[src/rtl/result_reader_if.sv]
// Command and beat-stream handshake bundle for result_reader.
// slave is the reader side; master is the side that issues commands and consumes beats.
interface result_reader_if #(
    parameter int ADDR_WIDTH = 10,
    parameter int BEAT_WIDTH = 64
);
    logic                  cmd_valid;
    logic                  cmd_ready;
    logic [ADDR_WIDTH-1:0] cmd_base;
    logic [ADDR_WIDTH:0]   cmd_len;
    logic                  m_valid;
    logic                  m_ready;
    logic [BEAT_WIDTH-1:0] m_data;
    logic                  m_last;

    modport slave (
        input  cmd_valid, cmd_base, cmd_len, m_ready,
        output cmd_ready, m_valid, m_data, m_last
    );

    modport master (
        output cmd_valid, cmd_base, cmd_len, m_ready,
        input  cmd_ready, m_valid, m_data, m_last
    );
endinterface

[src/rtl/result_reader.sv]
// Drains a run of output-BRAM lines and streams each line out as BPL beats, LSB beat first.
// One line is in flight at a time: FETCH issues the read, LOAD captures it, SEND emits the beats.
module result_reader #(
    parameter int ADDR_WIDTH = 10,
    parameter int LINE_WIDTH = 256,
    parameter int BEAT_WIDTH = 64
) (
    input  logic                  clk,
    input  logic                  rst,
    result_reader_if.slave        io,
    output logic [ADDR_WIDTH-1:0] bram_c_addr,
    output logic                  bram_c_en,
    input  logic [LINE_WIDTH-1:0] bram_c_dout,
    output logic                  done
);
    localparam int BPL   = LINE_WIDTH / BEAT_WIDTH;
    localparam int IDX_W = (BPL > 1) ? $clog2(BPL) : 1;
    localparam logic [IDX_W-1:0]    LAST_IDX = IDX_W'(BPL - 1);
    localparam logic [ADDR_WIDTH:0] ONE_LINE = (ADDR_WIDTH + 1)'(1);

    typedef enum logic [1:0] {IDLE, FETCH, LOAD, SEND} state_t;

    state_t                           state_q, state_d;
    logic [ADDR_WIDTH-1:0]            line_addr_q, line_addr_d;
    logic [ADDR_WIDTH-1:0]            bram_addr_q, bram_addr_d;
    logic [ADDR_WIDTH:0]              remain_q, remain_d;
    logic [IDX_W-1:0]                 idx_q, idx_d;
    logic [BPL-1:0][BEAT_WIDTH-1:0]   line_q, line_d;
    logic                             en_q, en_d;
    logic                             valid_q, valid_d;
    logic                             last_q, last_d;
    logic                             done_q, done_d;

    assign io.cmd_ready = (state_q == IDLE) && !rst;
    assign io.m_valid   = valid_q;
    assign io.m_last    = last_q;
    assign io.m_data    = line_q[idx_q];
    assign bram_c_addr  = bram_addr_q;
    assign bram_c_en    = en_q;
    assign done         = done_q;

    always_comb begin
        state_d     = state_q;
        line_addr_d = line_addr_q;
        bram_addr_d = bram_addr_q;
        remain_d    = remain_q;
        idx_d       = idx_q;
        line_d      = line_q;
        valid_d     = valid_q;
        last_d      = last_q;
        en_d        = 1'b0;
        done_d      = 1'b0;

        case (state_q)
            IDLE: begin
                if (io.cmd_valid) begin
                    line_addr_d = io.cmd_base;
                    remain_d    = io.cmd_len;
                    if (io.cmd_len == '0) begin
                        done_d = 1'b1;
                    end else begin
                        bram_addr_d = io.cmd_base;
                        en_d        = 1'b1;
                        state_d     = FETCH;
                    end
                end
            end
            FETCH: begin
                state_d = LOAD;
            end
            LOAD: begin
                line_d  = bram_c_dout;
                idx_d   = '0;
                valid_d = 1'b1;
                last_d  = (BPL == 1) && (remain_q == ONE_LINE);
                state_d = SEND;
            end
            SEND: begin
                if (io.m_ready) begin
                    if (idx_q == LAST_IDX) begin
                        valid_d = 1'b0;
                        last_d  = 1'b0;
                        // Address wraps naturally at the top of the BRAM.
                        if (remain_q > ONE_LINE) begin
                            remain_d    = remain_q - ONE_LINE;
                            line_addr_d = line_addr_q + ADDR_WIDTH'(1);
                            bram_addr_d = line_addr_q + ADDR_WIDTH'(1);
                            en_d        = 1'b1;
                            state_d     = FETCH;
                        end else begin
                            remain_d = '0;
                            done_d   = 1'b1;
                            state_d  = IDLE;
                        end
                    end else begin
                        idx_d  = idx_q + IDX_W'(1);
                        last_d = ((idx_q + IDX_W'(1)) == LAST_IDX) && (remain_q == ONE_LINE);
                    end
                end
            end
            default: state_d = IDLE;
        endcase
    end

    always_ff @(posedge clk) begin
        if (rst) begin
            state_q     <= IDLE;
            line_addr_q <= '0;
            bram_addr_q <= '0;
            remain_q    <= '0;
            idx_q       <= '0;
            line_q      <= '0;
            en_q        <= 1'b0;
            valid_q     <= 1'b0;
            last_q      <= 1'b0;
            done_q      <= 1'b0;
        end else begin
            state_q     <= state_d;
            line_addr_q <= line_addr_d;
            bram_addr_q <= bram_addr_d;
            remain_q    <= remain_d;
            idx_q       <= idx_d;
            line_q      <= line_d;
            en_q        <= en_d;
            valid_q     <= valid_d;
            last_q      <= last_d;
            done_q      <= done_d;
        end
    end
endmodule

[src/flat_wrapper.sv]
// flat-port wrapper written by rule: the top's interface ports become plain ports
module result_reader_flat 
#(
    parameter int ADDR_WIDTH = 10,
    parameter int LINE_WIDTH = 256,
    parameter int BEAT_WIDTH = 64
)
  (clk, rst, bram_c_addr, bram_c_en, bram_c_dout, done, io_cmd_valid, io_cmd_base, io_cmd_len, io_m_ready, io_cmd_ready, io_m_valid, io_m_data, io_m_last);
  result_reader_if #(.ADDR_WIDTH(ADDR_WIDTH), .BEAT_WIDTH(BEAT_WIDTH)) io_i ();
  input  logic clk;
  input  logic rst;
  output logic [ADDR_WIDTH-1:0] bram_c_addr;
  output logic bram_c_en;
  input  logic [LINE_WIDTH-1:0] bram_c_dout;
  output logic done;
  input wire logic [$bits(io_i.cmd_valid)-1:0] io_cmd_valid;
  input wire logic [$bits(io_i.cmd_base)-1:0] io_cmd_base;
  input wire logic [$bits(io_i.cmd_len)-1:0] io_cmd_len;
  input wire logic [$bits(io_i.m_ready)-1:0] io_m_ready;
  output wire logic [$bits(io_i.cmd_ready)-1:0] io_cmd_ready;
  output wire logic [$bits(io_i.m_valid)-1:0] io_m_valid;
  output wire logic [$bits(io_i.m_data)-1:0] io_m_data;
  output wire logic [$bits(io_i.m_last)-1:0] io_m_last;
  assign io_i.cmd_valid = io_cmd_valid;
  assign io_i.cmd_base = io_cmd_base;
  assign io_i.cmd_len = io_cmd_len;
  assign io_i.m_ready = io_m_ready;
  assign io_cmd_ready = io_i.cmd_ready;
  assign io_m_valid = io_i.m_valid;
  assign io_m_data = io_i.m_data;
  assign io_m_last = io_i.m_last;
  result_reader #(.ADDR_WIDTH(ADDR_WIDTH), .LINE_WIDTH(LINE_WIDTH), .BEAT_WIDTH(BEAT_WIDTH)) u_core (.clk(clk), .rst(rst), .io(io_i), .bram_c_addr(bram_c_addr), .bram_c_en(bram_c_en), .bram_c_dout(bram_c_dout), .done(done));
endmodule
[config.mk]
export PLATFORM = sky130hd
export DESIGN_NAME = result_reader_flat
export DESIGN_NICKNAME = d
export VERILOG_FILES = /design/src/rtl/result_reader_if.sv /design/src/rtl/result_reader.sv /design/src/flat_wrapper.sv
export SDC_FILE = /design/constraint.sdc
export NUM_CORES = 1
export LEC_CHECK = 0
export BUFFER_PORTS_ARGS = -buffer_cell sky130_fd_sc_hd__buf_2
export CORE_MARGIN = 5
export CORE_UTILIZATION = 45
export DETAILED_ROUTE_END_ITERATION = 16
export PLACE_DENSITY = 0.81
export RECOVER_POWER = 25
export SLEW_MARGIN = 15
export SYNTH_ARGS = -nofsm -noshare
export SYNTH_HDL_FRONTEND = slang
export SYNTH_SLANG_ARGS = --single-unit
[constraint.sdc]
create_clock -name clk -period 3.65 [get_ports clk]
set_input_delay 0.1825 -clock clk [delete_from_list [all_inputs] [get_ports clk]]
set_output_delay 0.1825 -clock clk [all_outputs]
set_load 0.02 [all_outputs]
==> results.json, run 1 <==
{
  "fmax_mhz": 358,
  "wl_per_cell_um": 20.4,
  "use_met2_pct": 48.6,
  "numCtsBuffers": 31,
  "power.density_nw_per_um2": 656,
  "crit_path_cell_trace": "buf_4 -> mux4_2 -> buf_2",
  "clkTransAtPathRegs_ns": 0.06,
  "drtPass1Iterations": 7,
  "failed_checks": "max-capacitance violations, max-slew violations",
  "p_clk_share_pct": 27.6,
  "syn_area_um2": 12600,
  "cts_max_path_buffers": 3,
  "ys_ff_latch": 295,
  "busiest_layer": "met2",
  "io_buffers": 359,
  "cp_max_fo": 34,
  "crit_required_ns": 3.47,
  "critPathKind": "reg -> out",
  "fin_crit_ns": 2.79,
  "holdCritPathClass": "in -> reg",
  "whs_ns": 0.0383,
  "ant_nets": 0,
  "die_area_um2": 31500,
  "fin_cells": 2182,
  "final-hold-violation-count": 0,
  "finalCritPeriodShare_pct": 76.5,
  "slowest_stage": "dfxtp_4",
  "internal-power_uw": 7970,
  "comb_power_share_pct": 35.6,
  "die_x_um": 178,
  "place_congestion": 0.864,
  "area_growth_pct": 46.4,
  "seqPwrFrac_pct": 36.8,
  "core_area_um2": 27800,
  "switching_share_pct": 34.3,
  "drt-initial-drc-count": 883,
  "vdd_drop_max_mv": 0.489,
  "drive_gt1_share_pct": 27.1,
  "yosys_warnings": 0,
  "postSynthCellCount": 1187,
  "ios": 360,
  "cts_num_sinks": 295,
  "nNetsFinal": 2060,
  "netlist_top_cells_count": "dfxtp_1, nor2_1, mux2i_1",
  "die_h_um": 178,
  "cts_max_level": 1,
  "vias_per_cell": 5.40,
  "hpwlAfterDp_um": 24100,
  "syn_area_per_cell_um2": 10.7,
  "cp-start-kind": "register",
  "met1_usage_pct": 29.5,
  "grt_overflow": 0,
  "numPlacedInstances": 1851,
  "leakage_uw": 0.00741,
  "use_met3_pct": 5.65,
  "cts_tree": "done",
  "grt_pass1_wl_um": 68600,
  "track_usage_pct": 27.1,
  "drv_cap": 1,
  "grt_pass1_vias": 12900,
  "p_sw_uw": 4170,
  "slowest_delay_ns": 0.71,
  "hold_depth": 4,
  "post_cts_buffers": 0,
  "cts_root_buf": "clkbuf_16",
  "ys_async_sr_fraction_pct": 0,
  "antenna_found_initial": 8,
  "grt_max_degree": 135,
  "synth_edf_count": 0,
  "rsz0062_at_grt": "no",
  "setup_viol": 0,
  "synth_top_flop_cell": "dfxtp_1",
  "status": "complete, but fails checks",
  "clock_latency_ns": 0.56,
  "yosysMostFrequentCell": "dfxtp_1",
  "initial_utilization_pct": 45.5,
  "fin_skew_ns": 0.0200,
  "tightest_slew_ns": 1.56,
  "worst-r2r-cell-count": 5,
  "end_kind": "primary output",
  "syn-num-nets": 1477,
  "drcViolationCount": 0,
  "crit_arrival_ns": 2.61,
  "rows": 61,
  "slew_violations": 38,
  "synth_top_cell_by_area": "dfxtp_1",
  "slew_headroom_pct": -3.87,
  "synth_top_area_share_pct": 46.7,
  "synth_seq_area_share_pct": 46.7,
  "drt_wl_total_um": 44400,
  "ys_types": 48,
  "num_vias": 11800,
  "synth.area.top_cells": "dfxtp_1, mux2i_1, mux4_2",
  "tns_ns": 0
}
-- final timing paths --
check / start / to / slack (ns)
setup / recovery: u_core.idx_q[1] / io_m_data[63] / 0.86
setup reg to reg: u_core.state_q[0] / u_core.line_q[236] / 0.93
hold / removal: io_cmd_len[2] / u_core.remain_q[2] / 0.04
hold reg to reg: u_core.io.m_last / u_core.io.m_last / 0.47
-- cells by family after synthesis --
group                      count (synthesis)  share of synthesized area (%)
muxes                                    328                           32.3
xor gates and xnor gates                   7                          0.485
buffers and inverters                     95                           3.00
adders and majority gates                  9                          0.891
DFF                                      295                           46.7
and+or+nand+nor                          384                           13.0
AOI/OAI and AO/OA                         69                           3.58
-- registers in the layout, summed over array words and instances (netlist names) --
name	cells
u_core.state_q	2
u_core.io.m_valid	1
u_core.line_addr_q	10
u_core.bram_c_addr	10
u_core.idx_q	2
u_core.line_q	256
u_core.io.m_last	1
u_core.bram_c_en	1
u_core.remain_q	11
u_core.done	1
-- routing by layer --
layer	share of wire, %	vias to the layer above
li1	-	5365
met2	51	609
met5	0.016	-
met4	6.3	2
met1	36	5584
met3	6.7	231
-- area by class of cell --
cell class	instances	area, um2
Sequential cell	295	5910
Timing Repair Buffer	637	4630
Inverter	8	30.0
Antenna cell	10	25.0
Fill cell	1935	9280
Tap cell	378	473
Multi-Input combinational cell	797	6340
Clock inverter	11	165
Clock buffer	46	922
-- per-stage QoR --
step,total power (uW),utilization (%),instance area (um2),setup WS (ns)
6_report,12100,66.6,18500,0.859
5_1_grt,12700,66.6,18500,0.770
4_1_cts,12000,66.7,18500,0.841
3_5_place_dp,8410,53.3,14800,1.13
3_3_place_gp,8280,53.3,14800,1.15
2_1_floorplan,7390,-,12600,1.53
-- worst max-delay path: cells and delay by family (launching register included) --
| family | cells | cell delay [ns] |
|---|---|---|
| buf+inv | 2 | 0.75 |
| flops | 1 | 0.71 |
| mux | 1 | 0.57 |
-- cell usage in the layout (no fill, tap or decap), types with 7 or more instances in the layout --
cell type,count
nand3b_1,8
clkbuf_16,31
inv_1,7
nor2_1,291
buf_12,8
nand3_1,13
a31oi_1,8
dlygate4sd3_1,264
clkbuf_8,10
mux2i_1,261
buf_2,343
nor2b_1,7
dfxtp_1,293
nand2_1,21
ha_1,8
diode_2,10
a21oi_1,13
o21ai_0,24
nor3_1,8
mux4_2,64
clkbuf_1,21
nor4_1,9
-- what timing repair did --
item | 4_1_cts | 5_1_grt
hold buffers | 264 | 0
resized for setup | 0 | 0
endpoints found under the hold margin | 264 | 0
-- power by group through the flow --
| stage | Clock (uW) | Combinational (uW) | Sequential [uW] |
|---|---|---|---|
| floorplan | 0 | 3020 | 4370 |
| global placement | 0 | 3860 | 4420 |
| detailed placement | 0 | 3950 | 4460 |
| CTS | 3380 | 4220 | 4400 |
| global route | 3540 | 4670 | 4540 |
| finish | 3350 | 4320 | 4470 |
Power figures use the tool's default switching activity.
==> run 2: changes to the inputs <==
==> constraint.sdc (replaced) <==
create_clock -name clk -period 2.65 [get_ports clk]
set_input_delay 0.1325 -clock clk [delete_from_list [all_inputs] [get_ports clk]]
set_output_delay 0.1325 -clock clk [all_outputs]
set_load 0.02 [all_outputs]
==> run 2 against run 1 <==
Against the previous run: the run now ends clean; utilization rose by 0.16 points; first-iteration DRC count fell by 8.5%; highest routed layer unchanged; count of clock-buffer cells in the layout rose by 1; via count rose by 1.3%; clock power rose by 21%; non-clock buffer count rose by 14.
==> results.json, run 2 (same netlist as run 1, synthesis figures left out) <==
{
  "io_buffers": 359,
  "fin_skew_ns": 0.0193,
  "place_ws_ns": 0.287,
  "initial_utilization_pct": 45.5,
  "top_layer": "met5",
  "end_kind": "register",
  "tightest_slew_ns": 1.17,
  "drt-initial-drc-count": 808,
  "drive_gt1_share_pct": 26.9,
  "track_usage_pct": 26.9,
  "place_congestion": 0.887,
  "setup_viol": 0,
  "hold_depth": 5,
  "cts_max_path_buffers": 3,
  "rsz0062_at_grt": "no",
  "slowest_delay_ns": 0.62,
  "max_flop_register": "u_core.line_q",
  "die_x_um": 178,
  "tns_ns": 0,
  "wl_per_cell_um": 20.3,
  "hpwlAfterDp_um": 24200,
  "fmax_mhz": 404,
  "slew_headroom_pct": 22.3,
  "drv_cap": 0,
  "final_cell_mix": "buf_2, dfxtp_1, nor2_1, dlygate4sd3_1, mux2i_1",
  "vdd_drop_max_mv": 0.680,
  "largestRegisters": "u_core.line_q (256), u_core.remain_q (11)",
  "grt_pass1_vias": 12900,
  "worst-r2r-cell-count": 4,
  "nNetsFinal": 2074,
  "rows": 61,
  "die_h_um": 178,
  "final_common_cell": "buf_2",
  "grt_overflow": 0,
  "cp-start-kind": "register",
  "slew_violations": 0,
  "leakage_uw": 0.00741,
  "die_area_um2": 31500,
  "cts_num_sinks": 295,
  "crit_path_cell_trace": "or4_4 -> nor4_1 -> a221o_4 -> mux2_2",
  "drcViolationCount": 0,
  "numCtsBuffers": 31,
  "grt_max_degree": 118,
  "ios": 360,
  "vias_per_cell": 5.44,
  "fin_crit_ns": 2.48,
  "slowest_stage": "nor4_1",
  "wl_met1_um": 16200,
  "clock_latency_ns": 0.55,
  "clkTransAtPathRegs_ns": 0.06,
  "cts_max_level": 1,
  "wl_met3_um": 2840,
  "final-hold-violation-count": 0,
  "cp_max_fo": 14,
  "area_growth_pct": 46.7,
  "drt_wl_total_um": 44500,
  "ant_nets": 0,
  "critPathKind": "reg -> reg",
  "cts_tree": "done",
  "core_area_um2": 27800,
  "utilization_pct": 66.8,
  "crit_arrival_ns": 2.91,
  "largest_register_ffs": 256,
  "grt_pass1_wl_um": 68300,
  "drtPass1Iterations": 5,
  "fin_ws_ns": 0.172,
  "crit_required_ns": 3.08,
  "holdCritPathClass": "in -> reg",
  "numPlacedInstances": 1856,
  "status": "finished clean",
  "antenna_found_initial": 9,
  "fin_cells": 2194,
  "cts_root_buf": "clkbuf_16",
  "power.density_nw_per_um2": 878,
  "num_vias": 11900,
  "wl_met2_um": 22300,
  "finalCritPeriodShare_pct": 93.5
}
[run 2: changes by cell type in the layout (fill, tap and decap cells not counted), sizes merged]
cell | previous run | this run
clkinvlp | 1 | 2
inv | 8 | 9
dlygate4sd3 | 264 | 273
buf | 357 | 362
bufinv | 4 | 0
clkinv | 6 | 3
clkbuf | 62 | 63
diode | 10 | 12
[run 2: power by group]
| group | total (uW) | internal, uW | switching (uW) |
|---|---|---|---|
| combinational | 6080 | 2840 | 3240 |
| sequential | 6160 | 5440 | 722 |
| clock | 4040 | 2290 | 1750 |
[run 2: metal layers]
| layer | track usage [%] | up-vias |
|---|---|---|
| met5 | 0 | - |
| met4 | 17.5 | 2 |
| met3 | 5.69 | 242 |
| met2 | 46.9 | 599 |
| met1 | 29.5 | 5707 |
| li1 | - | 5392 |
[run 2: worst max-delay path, delay by kind of cell (launching register included)]
family / cells / cell delay (ns)
muxes: 1 / 0.35
and+or+nand+nor: 2 / 1.22
AOI/OAI and AO/OA: 1 / 0.41
DFF: 1 / 0.38
[run 2: timing repair]
item / 4_1_cts / 5_1_grt
setup endpoints to repair: 1 / 1
hold endpoints to repair: 276 / 0
gates resized for setup: 1 / 1
setup buffers: 0 / 0
hold buffers: 273 / 0
[run 2: worst paths after layout]
path                                         start               endpoint  slack, ns
worst min register to register    u_core.io.m_last       u_core.io.m_last       0.48
worst max-delay path            u_core.remain_q[2]  u_core.bram_c_addr[3]       0.17
worst min-delay path                 io_cmd_len[1]     u_core.remain_q[1]       0.04
worst max register to register  u_core.remain_q[2]  u_core.bram_c_addr[3]       0.17
[run 2: layout make-up]
class	instances	area (um2)
antenna	12	30.0
clock buffer	47	886
clock inverter	6	40.0
fill	1926	9230
inverter	8	33.8
multi-input combinational	797	6340
sequential	295	5910
tap	378	473
timing repair buffer	651	4830
[run 2: per-stage QoR]
stage,power (uW),hold slack [ns],area (um2)
final,16300,0.0446,18500
after global routing,17100,0.0776,18500
after CTS,16100,0.00179,18600
after detailed placement,11700,0.372,14900
after global placement,11500,0.365,14900
after floorplan,10200,0.279,12600
